### src/rtl/alu.sv
// 8-bit registered ALU: 16 opcodes, zero/carry/parity/sign flags, one-cycle latency.
// Optional signed-overflow output flagv is enabled by defining ALU_OVERFLOW_FLAG_EN.
module alu (
  input  logic       clk,
  input  logic       rst_n,
  input  logic [7:0] A,
  input  logic [7:0] B,
  input  logic [3:0] D,
  output logic [7:0] out,
  output logic       flagz,
  output logic       flagc,
  output logic       flagp,
  output logic       flags
`ifdef ALU_OVERFLOW_FLAG_EN
  ,
  output logic       flagv
`endif
);

  localparam int unsigned W = 8;

  typedef enum logic [3:0] {
    OP_ADD  = 4'd0,
    OP_SUB  = 4'd1,
    OP_AND  = 4'd2,
    OP_OR   = 4'd3,
    OP_XOR  = 4'd4,
    OP_NOT  = 4'd5,
    OP_NAND = 4'd6,
    OP_NOR  = 4'd7,
    OP_XNOR = 4'd8,
    OP_INC  = 4'd9,
    OP_DEC  = 4'd10,
    OP_SHL  = 4'd11,
    OP_SHR  = 4'd12,
    OP_ROL  = 4'd13,
    OP_ROR  = 4'd14,
    OP_ASR  = 4'd15
  } op_t;

  op_t          op_c;
  logic [W:0]   wide_c;
  logic [W-1:0] res_c;
  logic         carry_c;
  logic         zero_c;
  logic         par_c;
  logic         sign_c;

  assign op_c = op_t'(D);

  // Result and carry/borrow/shifted-out bit; arithmetic uses a 9-bit path.
  always_comb begin
    wide_c  = '0;
    res_c   = '0;
    carry_c = 1'b0;
    case (op_c)
      OP_ADD: begin
        wide_c  = {1'b0, A} + {1'b0, B};
        res_c   = wide_c[W-1:0];
        carry_c = wide_c[W];
      end
      OP_SUB: begin
        wide_c  = {1'b0, A} - {1'b0, B};
        res_c   = wide_c[W-1:0];
        carry_c = wide_c[W];
      end
      OP_AND:  res_c = A & B;
      OP_OR:   res_c = A | B;
      OP_XOR:  res_c = A ^ B;
      OP_NOT:  res_c = ~A;
      OP_NAND: res_c = ~(A & B);
      OP_NOR:  res_c = ~(A | B);
      OP_XNOR: res_c = ~(A ^ B);
      OP_INC: begin
        wide_c  = {1'b0, A} + (W+1)'(1);
        res_c   = wide_c[W-1:0];
        carry_c = wide_c[W];
      end
      OP_DEC: begin
        wide_c  = {1'b0, A} - (W+1)'(1);
        res_c   = wide_c[W-1:0];
        carry_c = wide_c[W];
      end
      OP_SHL: begin
        res_c   = {A[W-2:0], 1'b0};
        carry_c = A[W-1];
      end
      OP_SHR: begin
        res_c   = {1'b0, A[W-1:1]};
        carry_c = A[0];
      end
      OP_ROL: begin
        res_c   = {A[W-2:0], A[W-1]};
        carry_c = A[W-1];
      end
      OP_ROR: begin
        res_c   = {A[0], A[W-1:1]};
        carry_c = A[0];
      end
      OP_ASR: begin
        res_c   = {A[W-1], A[W-1:1]};
        carry_c = A[0];
      end
      default: begin
        res_c   = '0;
        carry_c = 1'b0;
      end
    endcase
  end

  assign zero_c = (res_c == '0);
  assign par_c  = ~(^res_c);
  assign sign_c = res_c[W-1];

  // Output register; reset value reflects a zero result.
  always_ff @(posedge clk or negedge rst_n) begin
    if (!rst_n) begin
      out   <= '0;
      flagz <= 1'b1;
      flagc <= 1'b0;
      flagp <= 1'b1;
      flags <= 1'b0;
    end else begin
      out   <= res_c;
      flagz <= zero_c;
      flagc <= carry_c;
      flagp <= par_c;
      flags <= sign_c;
    end
  end

`ifdef ALU_OVERFLOW_FLAG_EN
  logic ovf_c;

  // Signed overflow: only the add/subtract family can overflow.
  always_comb begin
    ovf_c = 1'b0;
    case (op_c)
      OP_ADD:  ovf_c = (A[W-1] == B[W-1]) && (res_c[W-1] != A[W-1]);
      OP_SUB:  ovf_c = (A[W-1] != B[W-1]) && (res_c[W-1] != A[W-1]);
      OP_INC:  ovf_c = (A == 8'h7F);
      OP_DEC:  ovf_c = (A == 8'h80);
      default: ovf_c = 1'b0;
    endcase
  end

  always_ff @(posedge clk or negedge rst_n) begin
    if (!rst_n) begin
      flagv <= 1'b0;
    end else begin
      flagv <= ovf_c;
    end
  end
`endif

endmodule

### config.mk
export PLATFORM = sky130hd
export DESIGN_NAME = alu
export DESIGN_NICKNAME = d
export VERILOG_FILES = /design/src/rtl/alu.sv
export SDC_FILE = /design/constraint.sdc
export NUM_CORES = 1
export LEC_CHECK = 0
export CAP_MARGIN = 10
export CORE_MARGIN = 2
export CORE_UTILIZATION = 55
export CTS_BUF_LIST = sky130_fd_sc_hd__clkbuf_4 sky130_fd_sc_hd__clkbuf_8
export CTS_CLUSTER_DIAMETER = 80
export DETAILED_ROUTE_END_ITERATION = 8
export PLACE_DENSITY = 0.77
export SLEW_MARGIN = 10
export SYNTH_ARGS = -nofsm -noshare
export SYNTH_HDL_FRONTEND = slang
export SYNTH_SLANG_ARGS = --single-unit
### constraint.sdc
create_clock -name clk -period 2.3 [get_ports clk]
set_clock_uncertainty 0.2 [all_clocks]
set_input_delay 0.345 -clock clk [delete_from_list [all_inputs] [get_ports clk]]
set_output_delay 0.345 -clock clk [all_outputs]
set_load 0.02 [all_outputs]
==> results of run 1 <==
## metrics by stage
stage                     TNS [ps]  utilization  setup WS [ps]  cells
after detailed placement     -7340        0.866          -1260    524
after global placement       -6860        0.866          -1260    524
after floorplan               -628            -           -431    345
## synth_stat cells, drive strengths merged (2+ instances only)
library cell | number | area [sq um]
a21oi | 25 | 125
a211oi | 4 | 30.0
o22ai | 5 | 31.3
inv | 29 | 109
ha | 30 | 375
or2 | 2 | 12.5
nand3b | 2 | 15.0
a21o | 5 | 37.5
a22o | 2 | 17.5
o221ai | 6 | 52.6
clkinv | 2 | 7.51
a32o | 3 | 30.0
nand4bb | 3 | 33.8
nor2 | 14 | 52.6
dfstp | 2 | 52.6
a31o | 2 | 17.5
a31oi | 6 | 37.5
nand2b | 7 | 43.8
xnor2 | 11 | 96.3
xor2 | 7 | 61.3
o211ai | 3 | 22.5
and3 | 5 | 31.3
mux2i | 5 | 50.1
o31ai | 4 | 30.0
dfrtp | 9 | 225
nor2b | 6 | 37.5
nor3 | 10 | 50.1
a32oi | 2 | 17.5
a222oi | 3 | 30.0
a221oi | 2 | 23.8
nand2 | 21 | 78.8
nor4 | 6 | 37.5
nand3 | 15 | 80.1
buf | 22 | 121
o2111ai | 2 | 17.5
or3 | 5 | 31.3
o21ai | 13 | 65.1
o211a | 3 | 30.0
fa | 2 | 40.0
clkbuf | 7 | 26.3
o21bai | 3 | 22.5
a221o | 2 | 20.0
a22oi | 5 | 37.5
## logic make-up after synthesis
kind of cell,Yosys count,synth area share
AO/OA/AOI/OAI,112,0.311
AND/OR/NAND/NOR,105,0.225
buffers and inverters,60,0.102
adder cells (fa/ha/maj),32,0.161
XOR/XNOR,18,0.0609
flip-flops,11,0.107
multiplexers,7,0.0324
==> results.json, run 1 <==
{
  "status": "did not finish",
  "die_w_um": 72.6,
  "synthCells": 345,
  "ios": 34,
  "cts_inserted_buffers": 3,
  "htree_levels": 1,
  "io_buffers": 33,
  "hpwl_um": 8040,
  "ctsLongestPathBuffers": 2,
  "ys_seq_area_frac": 0.107,
  "synthFlopType": "dfrtp_1",
  "cts_root_buffer": "clkbuf_8",
  "synth_warnings": 0,
  "synth_nets": 399,
  "error": "[ERROR DPL-0033] detailed placement checks failed during check placement.",
  "cts_resized": 133,
  "rows": 24,
  "stop_stage": "clock tree synthesis (4_1_cts)",
  "cts_hold_buf": 0,
  "die_h_um": 72.6,
  "synthArstFlopShare": 1.00,
  "place_area_sq_um": 3850,
  "cts_num_sinks": 11,
  "place.gp.congestion": 1.04,
  "start_util": 0.582,
  "synth_edf_count": 0,
  "synth.distinct_cells": 72,
  "syn-cell-area_sq_um": 2590,
  "postCtsSetupRepairBufs": 28,
  "avgSynthCellArea_sq_um": 7.50,
  "ys_ff_latch": 11
}
==> run 2: changes to the inputs <==
- CORE_UTILIZATION: 55 -> 40
- CTS_BUF_LIST: sky130_fd_sc_hd__clkbuf_4 sky130_fd_sc_hd__clkbuf_8 -> unset
- CTS_CLUSTER_DIAMETER: 80 -> unset
- PLACE_DENSITY: 0.77 -> unset
- PLACE_DENSITY_LB_ADDON: unset -> 0.15
==> results.json, run 2 <==
{
  "largest_register_ffs": 7,
  "failed_checks": "setup timing",
  "ios": 34,
  "p_leak_nw": 1.96,
  "dieArea_sq_um": 7130,
  "vias_per_cell": 5.95,
  "synthCells": 345,
  "synthTopCellsByArea": "ha_1 15%, dfrtp_1 8.7%, a21oi_1 4.8%",
  "avgRoutedWirePerCell_um": 18.7,
  "regArea_sq_um": 278,
  "grt_start_max_net_pins": 25,
  "synth.distinct_cells": 72,
  "synth_nets": 399,
  "crit_type": "in -> reg",
  "wl_met2_um": 5150,
  "status": "complete, but fails checks",
  "fillerInstances": 532,
  "htree_levels": 1,
  "ys_seq_area_frac": 0.107,
  "place.gp.congestion": 0.970,
  "cts_tree": "yes",
  "start_kind": "input port",
  "final-max-slew-violation-count": 0,
  "post-route-util": 0.700,
  "rows": 29,
  "setup_slack_ps": -453,
  "crit_path_end_kind": "flop",
  "ctsLongestPathBuffers": 2,
  "first_pass_iters": 4,
  "route.met3.wl_um": 647,
  "multiInputGateArea_sq_um": 2510,
  "start_util": 0.410,
  "setup-violations-final": 3,
  "final_cell_mix": "130 x buf_4, 21 x nand2_1, 19 x a21oi_1",
  "io_buffers": 33,
  "cts_num_sinks": 11,
  "drtAntennaViolNets": 0,
  "synth_edf_count": 0,
  "drt_iter0_drc": 289,
  "grt.overflow.total": 0,
  "worstPathRequired_ps": 2270,
  "top_layer": "met4",
  "peakVddDrop_v": 0.000446,
  "synth_top_area_share": 0.145,
  "avgSynthCellArea_sq_um": 7.50,
  "hpwl_um": 8160,
  "layout_commonest_cell": "buf_4",
  "hold_violations": 0,
  "core_sq_um": 6310,
  "die_h_um": 84.4,
  "die_w_um": 84.4,
  "p_per_area_nw_per_um2": 352,
  "wl_met1_um": 4500,
  "synth_warnings": 0,
  "ys_ff_latch": 11,
  "cp_max_fo": 7,
  "cts_root_buffer": "clkbuf_8",
  "syn-cell-area_sq_um": 2590,
  "hold_path.class": "in -> async",
  "cts_inserted_buffers": 3,
  "synthFlopType": "dfrtp_1",
  "syn2layout_area_growth_pct": 70.8,
  "grt_pass1_wl_um": 16500,
  "tightest_slew_ps": 503,
  "critPathArrivalTime_ps": 2720,
  "synthArstFlopShare": 1.00,
  "vias": 3384,
  "antenna_found_initial": 0,
  "period_needed_ps": 2750,
  "yosysMostFrequentCell": "ha_1",
  "max_slew_margin": 0.664,
  "max_cap_violations": 0,
  "nets": 547,
  "drc": 0,
  "grt_setup_unrepaired": "true",
  "grt_use_total": 0.290,
  "period_share": 1.20,
  "grt_pass1_vias": 3244,
  "drive_gt1_frac": 0.486,
  "max_freq_ghz": 0.363,
  "diodes": 0,
  "synth.largest_area_cell": "ha_1",
  "wl_um": 10600,
  "pre_cts_ws_ps": -1300,
  "clkTransAtPathRegs_ps": 50,
  "synth_common_cells": "30 x ha_1, 27 x inv_1, 25 x a21oi_1",
  "regMostFlops": "out"
}
run 2: metal layers:
metal  track usage  vias up
met1         0.398     1599
met3        0.0324       33
met2         0.480      167
li1              -     1585
met5             0        -
met4        0.0895        0
run 2: cells by family (layout without fill, tap and decap cells):
| family | after synthesis | after routing | synth area share |
|---|---|---|---|
| flip-flops | 11 | 11 | 0.107 |
| XOR/XNOR | 18 | 18 | 0.0609 |
| adder cells (fa/ha/maj) | 32 | 32 | 0.161 |
| multiplexers | 7 | 7 | 0.0324 |
| AND/OR/NAND/NOR | 105 | 105 | 0.225 |
| AO/OA/AOI/OAI | 112 | 112 | 0.311 |
| buffers and inverters | 60 | 207 | 0.102 |
run 2: worst max-delay path, cell delays in order:
cell,delay [ps]
buf_6,100
buf_6,120
or3_4,390
buf_6,130
nor4_4,280
nor4_4,90
buf_4,170
nand3_4,90
o22ai_2,80
a211o_1,380
ha_4,300
xnor2_2,110
xnor2_1,130
run 2: cell type report:
type	count	share of cell area
tap	77	0.0218
clock buffer	4	0.0102
sequential	11	0.0629
timing repair buffer	172	0.309
inverter	31	0.0289
multi-input combinational	274	0.567
run 2: timing repair:
| item | in CTS | in global routing |
|---|---|---|
| hold buffers | 0 | 0 |
| buffers inserted | 7 | 4 |
| pin swaps | 29 | 19 |
| gates resized for setup | 93 | 42 |
| setup endpoints to repair | 11 | 7 |
run 2: through the flow:
stage | std cells | total power, W | cell area [sq um] | TNS, ps | hold slack, ps
CTS | 566 | 0.00147 | 4220 | -1120 | 251
global route | 569 | 0.00166 | 4420 | -1430 | 267
detailed placement | 557 | 0.00120 | 3930 | -7220 | 511
finish | 569 | 0.00156 | 4420 | -1170 | 241
floorplan | 345 | 0.000776 | 2700 | -628 | -151
global placement | 557 | 0.00119 | 3930 | -6950 | 494
run 2: final timing paths:
path                       slack, ps                to  cells past startpoint  start
worst min-delay path             240  out[0]$_DFF_PN0_                      1  rst_n
max in group asynchronous       1300   flagp$_DFF_PN1_                      1  rst_n
min in group clk                 530  out[1]$_DFF_PN0_                      6   A[2]
worst max-delay path            -450   flagp$_DFF_PN1_                     13   A[0]
run 2: where the power goes:
part	switching (W)	leakage, nW	internal [W]
Clock	0.0000749	0.0228	0.000122
Combinational	0.000545	1.81	0.000569
Sequential	0.00000869	0.128	0.000237
Total	0.000629	1.96	0.000929
No activity file was read; power rests on OpenSTA's default activity.
